===== config.mk =====
export PLATFORM = sky130hd
export DESIGN_NAME = fetch_unit
export DESIGN_NICKNAME = d
export VERILOG_FILES = /design/src/rtl/cpu_pkg.sv /design/src/rtl/branch_target_calc.sv /design/src/rtl/fetch_unit.sv
export SDC_FILE = /design/constraint.sdc
export NUM_CORES = 1
export LEC_CHECK = 0
export BUFFER_PORTS_ARGS = -buffer_cell sky130_fd_sc_hd__buf_2
export CORE_MARGIN = 2
export CORE_UTILIZATION = 50
export DETAILED_ROUTE_END_ITERATION = 10
export PLACE_DENSITY = 0.77
export SLEW_MARGIN = 20
export SYNTH_ARGS = -nofsm -noshare
export SYNTH_HDL_FRONTEND = slang
export SYNTH_SLANG_ARGS = --single-unit
export TNS_END_PERCENT = 30

===== constraint.sdc =====
create_clock -name i_clk -period 1.75 [get_ports i_clk]
set_input_delay 0.35 -clock i_clk [delete_from_list [all_inputs] [get_ports i_clk]]
set_output_delay 0.35 -clock i_clk [all_outputs]
set_load 0.02 [all_outputs]

===== src/rtl/cpu_pkg.sv =====
// Shared definitions for the 8-bit datapath: widths, reset PC and fetch states.
package cpu_pkg;

   localparam int unsigned CPU_ADDR_W  = 8;
   localparam int unsigned CPU_INSTR_W = 8;
   localparam logic [CPU_ADDR_W-1:0] CPU_RESET_PC = 8'h00;

   typedef enum logic [1:0] {
      IDLE,
      FETCH,
      HOLD,
      HALT
   } fetch_state_t;

endpackage


===== src/rtl/branch_target_calc.sv =====
// Branch target adder: branch_pc + 1 + sign-extended offset, carry discarded.
module branch_target_calc
   import cpu_pkg::*;
#(
   parameter int unsigned ADDR_W = CPU_ADDR_W
) (
   input  logic [ADDR_W-1:0] i_branch_pc,
   input  logic [ADDR_W-1:0] i_branch_offset,
   output logic [ADDR_W-1:0] o_target
);

   // Offset is already sign-extended, so modular addition handles negative values.
   assign o_target = i_branch_pc + ADDR_W'(1) + i_branch_offset;

endmodule


===== src/rtl/fetch_unit.sv =====
// Instruction fetch stage: owns the PC, runs one req/ack transaction per
// instruction and holds the fetched word in a valid/ready buffer for decode.
module fetch_unit
   import cpu_pkg::*;
#(
   parameter int unsigned       ADDR_W   = CPU_ADDR_W,
   parameter int unsigned       INSTR_W  = CPU_INSTR_W,
   parameter logic [ADDR_W-1:0] RESET_PC = ADDR_W'(CPU_RESET_PC)
) (
   input  logic               i_clk,
   input  logic               i_rst,
   output logic               o_imem_req,
   output logic [ADDR_W-1:0]  o_imem_addr,
   input  logic               i_imem_ack,
   input  logic [INSTR_W-1:0] i_imem_rdata,
   output logic               o_instr_valid,
   output logic [INSTR_W-1:0] o_instr,
   output logic [ADDR_W-1:0]  o_instr_pc,
   input  logic               i_instr_ready,
   input  logic               i_branch_taken,
   input  logic [ADDR_W-1:0]  i_branch_pc,
   input  logic [ADDR_W-1:0]  i_branch_offset,
   input  logic               i_halt
);

   fetch_state_t       r_state;
   logic [ADDR_W-1:0]  r_pc;
   logic [ADDR_W-1:0]  r_req_addr;
   logic [INSTR_W-1:0] r_instr;
   logic [ADDR_W-1:0]  r_instr_pc;
   logic               r_flush_q;
   logic               r_halt_q;
   logic [ADDR_W-1:0]  w_target;

   branch_target_calc #(
      .ADDR_W (ADDR_W)
   ) u_branch_target_calc (
      .i_branch_pc     (i_branch_pc),
      .i_branch_offset (i_branch_offset),
      .o_target        (w_target)
   );

   // Handshake outputs come from the state register only; no input-to-output path.
   assign o_imem_req    = (r_state == FETCH);
   assign o_instr_valid = (r_state == HOLD);
   assign o_imem_addr   = r_req_addr;
   assign o_instr       = r_instr;
   assign o_instr_pc    = r_instr_pc;

   // Fetch FSM with PC, request address, instruction buffer and flush/halt flags.
   always_ff @(posedge i_clk or posedge i_rst) begin
      if (i_rst) begin
         r_state    <= IDLE;
         r_pc       <= RESET_PC;
         r_req_addr <= RESET_PC;
         r_instr    <= '0;
         r_instr_pc <= '0;
         r_flush_q  <= 1'b0;
         r_halt_q   <= 1'b0;
      end else begin
         unique case (r_state)
            IDLE: begin
               if (i_halt) begin
                  r_state <= HALT;
               end else if (i_branch_taken) begin
                  r_pc       <= w_target;
                  r_req_addr <= w_target;
                  r_state    <= FETCH;
               end else begin
                  r_req_addr <= r_pc;
                  r_state    <= FETCH;
               end
            end
            FETCH: begin
               if (i_halt || r_halt_q) begin
                  // The outstanding transaction must finish before fetching stops.
                  if (i_imem_ack) begin
                     r_state <= HALT;
                  end else begin
                     r_halt_q <= 1'b1;
                  end
               end else if (i_branch_taken) begin
                  r_pc <= w_target;
                  if (i_imem_ack) begin
                     r_req_addr <= w_target;
                     r_flush_q  <= 1'b0;
                  end else begin
                     // Keep req_addr stable until the in-flight ack returns.
                     r_flush_q <= 1'b1;
                  end
               end else if (i_imem_ack) begin
                  if (r_flush_q) begin
                     r_flush_q  <= 1'b0;
                     r_req_addr <= r_pc;
                  end else begin
                     r_instr    <= i_imem_rdata;
                     r_instr_pc <= r_req_addr;
                     r_pc       <= r_req_addr + ADDR_W'(1);
                     r_state    <= HOLD;
                  end
               end
            end
            HOLD: begin
               if (i_halt) begin
                  r_state <= HALT;
               end else if (i_branch_taken) begin
                  r_pc       <= w_target;
                  r_req_addr <= w_target;
                  r_state    <= FETCH;
               end else if (i_instr_ready) begin
                  r_req_addr <= r_pc;
                  r_state    <= FETCH;
               end
            end
            HALT: begin
               r_state <= HALT;
            end
            default: begin
               r_state <= IDLE;
            end
         endcase
      end
   end

endmodule


### Yosys cells after proc, flatten, opt, wreduce, memory -nomap -nowiden

Cells that the tools add are included.

* register bits after elaboration: 36
* output and inout port bits: 26
* logic and storage cells: 71
* bits of input ports: 30

* mux-type cells: 29
* reductions and logical operators: 12
* eq/ne operators: 16
* bitwise operators: 4
* add/subtract/negate cells: 3

Operators with widths (count)
* $mux W8: 14
* $pmux W8 S3: 1
* $mux W2: 9
* $add A8 B1 Y8 const B: 2
* $pmux W8 S2: 1
* $reduce_and A5 Y1: 3
* $ne A3 B1 Y1 const B: 3
* $add A8 B8 Y8: 1
* $ne A2 B2 Y1 const B: 4
* $pmux W2 S4: 1
* $reduce_and A7 Y1: 1
* $ne A3 B2 Y1 const B: 2
* $ne A3 B3 Y1 const B: 2
* $reduce_and A3 Y1: 2
* $eq A2 B2 Y1 const B: 2
* $ne A4 B1 Y1 const B: 1
* $not A1 Y1: 4
* $reduce_bool A2 Y1: 2
* $mux W1: 3
* $reduce_bool A3 Y1: 1
* $eq A2 B1 Y1 const B: 1
* $logic_not A2 Y1: 1
* $ne A2 B1 Y1 const B: 1
* $reduce_or A2 Y1: 1
* $logic_or A1 B1 Y1: 1

### Depth between registers and ports, before layout

Gate-level depths: netlist (run 1).

* depth after elaboration: 6
* depth in mapped cells: 8
* depth with buffers taken out: 8

### Hierarchy

Synthesis (run 1) repeated with hierarchy kept, for this count alone.

* cells, all modules: 233
* area, all modules: 2112.0 um2

Modules (own cells, without submodules)
* fetch_unit: times used 1, cells each 186, sequential area each 900.9 um2, area an instance 1780.5 um2
* branch_target_calc: times used 1, cells each 47, sequential area each 0.0 um2, area an instance 331.6 um2

### Least setup slack after synthesis (run 1)

Ideal clock, no wire load.

* path kind: in2reg
* start: in i_branch_pc[0]
* end: reg r_pc[6]
* setup time: 88 ps
* buffers on the path: 0
* setup slack: -193 ps
* data required time: 1662 ps
* cell stages on the path: 8
* arrival: 1855 ps
* cells stage by stage: inv_1 -> ha_1 -> fa_1 -> nor2b_4 -> o31a_1 -> or4_1 -> and3_1 -> o211ai_1

* longest elaborated chain between the ends: 5
* elaborated cells on any way between the ends: 7
* classes of those cells: add/sub (2); mux (5)

RTL lines
* start: declaration: RTL line fetch_unit.sv:21 `input logic [ADDR_W-1:0] i_branch_pc,`
* $add A8 B1 Y8 *: RTL line branch_target_calc.sv:13 `assign o_target = i_branch_pc + ADDR_W'(1) + i_branch_offset;`
* $add A8 B8 Y8 *: RTL line branch_target_calc.sv:13
* $mux W8, on equally long branches: RTL line fetch_unit.sv:65, fetch_unit.sv:106, fetch_unit.sv:82
* $mux W8, on equally long branches
* $pmux W8 S2 *: RTL line fetch_unit.sv:61 `unique case (r_state)`
* end signal: assignment: RTL line fetch_unit.sv:66 `r_pc <= w_target;`
* end signal: assignment: RTL line fetch_unit.sv:83 `r_pc <= w_target;`
* end signal: assignment: RTL line fetch_unit.sv:107 `r_pc <= w_target;`
* end: declaration: RTL line fetch_unit.sv:27 `logic [ADDR_W-1:0] r_pc;`

Every way passes the cells marked *; elsewhere a longest branch is shown, timed or not. The select of a mux whose other input is x is not followed.
A chain may end at the register's enable or synchronous reset.

### Worst setup path after layout (run 1)

* start: in i_branch_pc[1]
* end: reg r_pc[5]

Same word-level chain as after synthesis.

==> results of run 1 <==
per-layer routing:
metal | GRT usage [%] | vias up | wire (um)
met5 | 0 | - | 0
met4 | 7.75 | 0 | 82
li1 | - | 915 | -
met3 | 4.77 | 11 | 270
met1 | 29.0 | 904 | 2170
met2 | 36.2 | 74 | 2470
power breakdown:
part	internal [mW]	switching (mW)
clock network	0.423	0.296
registers	1.11	0.268
logic	0.534	0.637
timing repair:
item | in CTS | in global routing
gates resized for setup | 7 | 7
pin swaps | 3 | 1
hold buffers | 0 | 0
setup buffers | 1 | 0
endpoints found under the setup margin | 8 | 11
layout by cell type (no fill, tap or decap), types with 3 or more instances in the layout:
cell type / n
nor2_1: 14
xnor2_1: 5
inv_1: 5
buf_2: 53
clkbuf_8: 5
o21ai_0: 17
buf_4: 23
nand3_1: 7
o211a_1: 3
xor2_1: 3
mux2_2: 16
o211ai_1: 3
dfrtp_1: 36
a31oi_1: 3
nand2_1: 16
nor2b_1: 5
a21oi_1: 13
ha_1: 6
nand2b_1: 3
logic make-up (layout without fill, tap and decap cells):
kind of cell	after synthesis	count (layout)
compound gates	62	62
xor+xnor	8	8
fa+ha+maj	9	9
mux	17	17
flops	36	36
simple gates	60	60
buf+inv	15	95
worst max path at each step:
stage	end	slack, ns	cells after the start
2_1_floorplan	r_pc[5]	-0.13	6
3_3_place_gp	r_pc[5]	-0.29	7
3_5_place_dp	r_pc[7]	-0.34	7
4_1_cts	o_imem_addr[6]	0.002	9
5_1_grt	r_pc[5]	-0.05	7
6_report	r_pc[5]	0.009	7
sequential cells by signal (all words and copies together) (netlist names):
| signal | cells |
|---|---|
| o_imem_addr | 8 |
| o_instr | 8 |
| o_instr_pc | 8 |
| r_flush_q | 1 |
| r_halt_q | 1 |
| r_pc | 8 |
| r_state | 2 |
area by class of cell:
type / instances / area, um2
clock inverter: 2 / 35.0
timing repair buffer: 79 / 480
fill: 313 / 1230
clock buffer: 6 / 72.6
sequential: 36 / 901
inverter: 8 / 35.0
multi-input combinational: 156 / 1180
tap: 50 / 62.6
through the flow:
step	hold slack, ns	power, mW	setup slack (ns)	TNS (ns)	instance area, um2
2_1_floorplan	0.436	2.08	-0.126	-0.419	2100
5_1_grt	0.223	3.48	-0.0512	-0.110	2770
3_3_place_gp	0.471	2.47	-0.292	-1.77	2580
4_1_cts	0.199	3.26	0.00204	0	2730
6_report	0.182	3.27	0.00875	0	2770
3_5_place_dp	0.480	2.52	-0.343	-2.14	2580
tightest hold or removal path, delay by kind of cell:
family / cells / cell delay (ns)
buf+inv: 3 / 0.56
==> results.json, run 1 <==
{
  "core_um2": 4000,
  "clock_latency_ns": 0.29,
  "firstDrtPassIters": 4,
  "setup-violations-final": 0,
  "worstPathArrival_ns": 1.92,
  "drtIter0Drc": 156,
  "power.density_nw_per_um2": 1180,
  "io_pins": 56,
  "yosysUniqueCellTypes": 50,
  "synth_top_family_by_area": "compound AO/OA/AOI/OAI gates",
  "synth.mux.area_fraction_pct": 9.20,
  "worstHoldPathType": "primary input to async pin",
  "r2r_cells": 5,
  "dieArea_um2": 4660,
  "first_global_vias": 1725,
  "worstPathRequired_ns": 1.93,
  "worstSetupPathType": "primary input to flop",
  "worst-path-max-fanout": 4,
  "antenna_found_initial": 0,
  "synth_seq_area_share_pct": 43.6,
  "r2r_end": "o_imem_addr[3]",
  "globalRouteOverflowTotal": 0,
  "clock-sinks": 36,
  "gp_congestion": 0.850,
  "clock.fmax_ghz": 0.574,
  "reg2reg_slack_ns": 0.08,
  "synthCells": 207,
  "period_share_pct": 99.5,
  "cp_cell_sequence": "buf_2 -> ha_1 -> nor2b_1 -> o31a_1 -> or3_1 -> and2_1 -> o221a_2",
  "synth_flop_cell": "dfrtp_1",
  "cpLargestDelayFamily": "simple AND/OR/NAND/NOR gates",
  "layout-drive-gt1-share_pct": 42.2,
  "ys_async_sr_fraction_pct": 100,
  "final_cells": 337,
  "cpPeakStageDelay_ns": 0.33,
  "wire_per_inst_um": 14.8,
  "start_kind": "primary input",
  "clockBufferDepth": 2,
  "critPathBufInv": 1,
  "grt_pass1_wl_mm": 7.71,
  "yosys.area_share.simple_pct": 15.0,
  "cts_buffers": 5,
  "synth.largest_area_cell": "dfrtp_1",
  "slew_viol_final": 0,
  "status": "finished clean",
  "drv_cap": 0,
  "final_util_pct": 69.2,
  "synth_commonest_cells": "dfrtp_1 (36), o21ai_0 (18), mux2_2 (16), nand2_1 (16), nor2_1 (14)",
  "rsz0062_at_grt": "true",
  "synth_top_area_share_pct": 43.6,
  "finalWirelength_mm": 4.99,
  "clk_pin_slew_worst_paths_ns": 0.07,
  "avgSynthCellArea_um2": 9.99,
  "ys_ff_latch": 36,
  "grt_start_max_net_pins": 37,
  "ys_top_cells_by_area": "dfrtp_1 (44%), mux2_2 (8.7%), ha_1 (4.8%)",
  "die_x_um": 68.3,
  "num_vias": 1904,
  "synth_area_um2": 2070,
  "h-tree-depth": 2,
  "synth_nets": 246,
  "clock-skew-final_ns": 0.00514,
  "fin_nets": 325,
  "num_antenna_cells": 0,
  "synthAdderAreaFrac_pct": 5.81,
  "grt_usage_pct": 22.2,
  "slew_headroom_pct": 63.5,
  "via_per_inst": 5.65,
  "synth_most_common_cell": "dfrtp_1",
  "syn2layout_area_growth_pct": 34.0,
  "synth_edf_count": 0,
  "worstMarginPinSlew_ns": 0.545,
  "endpoint_kind": "flop",
  "synth_compound_area_share_pct": 19.9,
  "yosys_warnings": 0,
  "crit_start": "i_branch_pc[1]",
  "total_leakage_power_nw": 1.39,
  "dp_hpwl_mm": 3.64,
  "regToRegStartpoint": "r_state[0]",
  "initial_core_util_pct": 51.7,
  "hold_viol_final": 0,
  "crit_path_top_delay_cell": "or3_1",
  "io_buffers": 55,
  "rows": 23,
  "drtAntennaViolNets": 0,
  "cts-root-buf": "clkbuf_8",
  "die_y_um": 68.3,
  "final.min_clock_period_ns": 1.74,
  "drc_errors": 0,
  "peakVddDrop_uv": 447,
  "dp.cells": 328,
  "yosys.area_share.xor_xnor_pct": 3.39,
  "cts_tree": "yes"
}
No activity file was read; power rests on OpenSTA's default activity.
==> run 2, diff against run 1 <==
--- a/config.mk
+++ b/config.mk
@@ -6,10 +6,12 @@
 export NUM_CORES = 1
 export LEC_CHECK = 0
 export BUFFER_PORTS_ARGS = -buffer_cell sky130_fd_sc_hd__buf_2
+export CELL_PAD_IN_SITES_DETAIL_PLACEMENT = 1
+export CELL_PAD_IN_SITES_GLOBAL_PLACEMENT = 2
 export CORE_MARGIN = 2
-export CORE_UTILIZATION = 50
+export CORE_UTILIZATION = 32
 export DETAILED_ROUTE_END_ITERATION = 10
-export PLACE_DENSITY = 0.77
+export PLACE_DENSITY_LB_ADDON = 0.1
 export SLEW_MARGIN = 20
 export SYNTH_ARGS = -nofsm -noshare
 export SYNTH_HDL_FRONTEND = slang
==> constraint.sdc (replaced) <==
create_clock -name i_clk -period 2 [get_ports i_clk]
set_input_delay 0.4 -clock i_clk [delete_from_list [all_inputs] [get_ports i_clk]]
set_output_delay 0.4 -clock i_clk [all_outputs]
set_load 0.02 [all_outputs]
==> run 2 against run 1 <==
First-iteration DRC count is 60% lower. Clock-buffer cell count up 1. Final cell count increased by 5.6%. Die area increased by 53%. Clock power is 22% lower. Largest power group unchanged. Wire length is 4.7% higher. Largest cell class unchanged. Global-route usage is 6.3 points lower. Clock skew rose by 0.0037 ns. Combinational power is 18% lower. Flip-flop and latch count did not move. Via count is 2.7% lower.
==> results.json, run 2 (synthesis results as in run 1) <==
{
  "rsz0062_at_grt": "false",
  "r2r_end": "o_instr[3]",
  "via_per_inst": 5.20,
  "num_vias": 1852,
  "final.min_clock_period_ns": 1.88,
  "firstDrtPassIters": 4,
  "hold_viol_final": 0,
  "dp_hpwl_mm": 3.93,
  "regToRegStartpoint": "r_state[1]",
  "first_global_vias": 1901,
  "clock-skew-final_ns": 0.00886,
  "syn2layout_area_growth_pct": 27.2,
  "worstPathArrival_ns": 2.08,
  "total_leakage_power_nw": 1.33,
  "final_common_cell": "buf_2",
  "dieArea_um2": 7120,
  "clock.fmax_ghz": 0.533,
  "rows": 29,
  "drtIter0Drc": 62,
  "setup_slack_ns": 0.123,
  "worstHoldPathType": "primary input to async pin",
  "endpoint_kind": "flop",
  "power.density_nw_per_um2": 1040,
  "core_um2": 6310,
  "tns_ns": 0,
  "slew_headroom_pct": 52.5,
  "io_pins": 56,
  "globalRouteOverflowTotal": 0,
  "worstMarginPinSlew_ns": 0.710,
  "fin_nets": 318,
  "initial_core_util_pct": 32.7,
  "peakVddDrop_uv": 567,
  "die_y_um": 84.4,
  "die_x_um": 84.4,
  "post-place-ws_ns": -0.209,
  "clockBufferDepth": 2,
  "cts-root-buf": "clkbuf_8",
  "worstPathRequired_ns": 2.20,
  "r2r_cells": 4,
  "period_share_pct": 93.9,
  "grt_pass1_wl_mm": 9.25,
  "clk_pin_slew_worst_paths_ns": 0.07,
  "start_kind": "primary input",
  "drc_errors": 0,
  "grt_usage_pct": 15.9,
  "finalWirelength_mm": 5.23,
  "gp_congestion": 0.744,
  "setup-violations-final": 0,
  "layout-drive-gt1-share_pct": 36.6,
  "worstSetupPathType": "primary input to flop",
  "antenna_found_initial": 0,
  "drv_cap": 0,
  "clock_latency_ns": 0.29,
  "clock-sinks": 36,
  "drtAntennaViolNets": 0,
  "io_buffers": 55,
  "reg2reg_slack_ns": 0.24,
  "cts_tree": "yes",
  "slew_viol_final": 0,
  "num_antenna_cells": 0,
  "grt_start_max_net_pins": 37,
  "h-tree-depth": 2,
  "layout_common_cells": "buf_2 (55), dfrtp_1 (36), o21ai_0 (18)",
  "status": "finished clean",
  "cts_buffers": 5,
  "wire_per_inst_um": 14.7,
  "worst-path-max-fanout": 2
}
[run 2: cell types whose count changed in the layout (fill, tap and decap cells not counted), sizes merged]
cell | before | now
bufinv | 1 | 0
clkinv | 2 | 1
buf | 79 | 72
clkbuf | 6 | 7
[run 2: through the flow]
step	power [mW]	cells	instance area (um2)	hold slack, ns	util [%]
after global placement	2.18	349	2530	0.481	40.1
after detailed placement	2.20	349	2530	0.488	40.1
final	2.74	356	2630	0.233	41.7
after floorplan	1.81	207	2070	0.466	-
after global routing	2.95	356	2630	0.283	41.7
after CTS	2.78	356	2630	0.244	41.6
[run 2: final cells by class]
| cell class | count | area [um2] |
|---|---|---|
| fill | 763 | 3680 |
| sequential | 36 | 901 |
| tap | 77 | 96.3 |
| clock buffer | 7 | 96.3 |
| inverter | 8 | 30.0 |
| multi-input combinational | 156 | 1100 |
| timing repair buffer | 72 | 403 |
[run 2: worst max-delay path by stage]
stage	end	slack, ns	startpoint
2_1_floorplan	r_pc[6]	0.007	i_branch_pc[0]
3_3_place_gp	r_pc[7]	-0.14	i_branch_pc[1]
3_5_place_dp	r_pc[6]	-0.21	i_branch_pc[0]
4_1_cts	r_pc[6]	0.10	i_branch_pc[0]
5_1_grt	o_imem_addr[6]	0.003	i_branch_pc[0]
6_report	r_pc[6]	0.12	i_branch_pc[0]
[run 2: power by group]
group | switching [mW] | internal (mW)
logic | 0.528 | 0.437
clock network | 0.254 | 0.307
registers | 0.243 | 0.972
[run 2: repair_timing]
| action | CTS | global route |
|---|---|---|
| resized for setup | 0 | 2 |
| setup buffers | 0 | 0 |
| hold buffers | 0 | 0 |
| endpoints found under the setup margin | 0 | 2 |
[run 2: critical path: stages]
cell and delay, ns:
buf_2 0.09, inv_1 0.04, ha_1 0.18, fa_2 0.24, nor2b_4 0.05, o31a_1 0.25
or4_1 0.47, and3_1 0.19, o211ai_1 0.16
[run 2: routing by layer]
metal  GRT usage [%]  vias up  part of all wire (%)
met1            23.0      892                    50
met5               0        -                     0
met2            24.6       57                    43
met3            2.65        4                   5.4
li1                -      899                     -
met4            4.76        0                   1.2
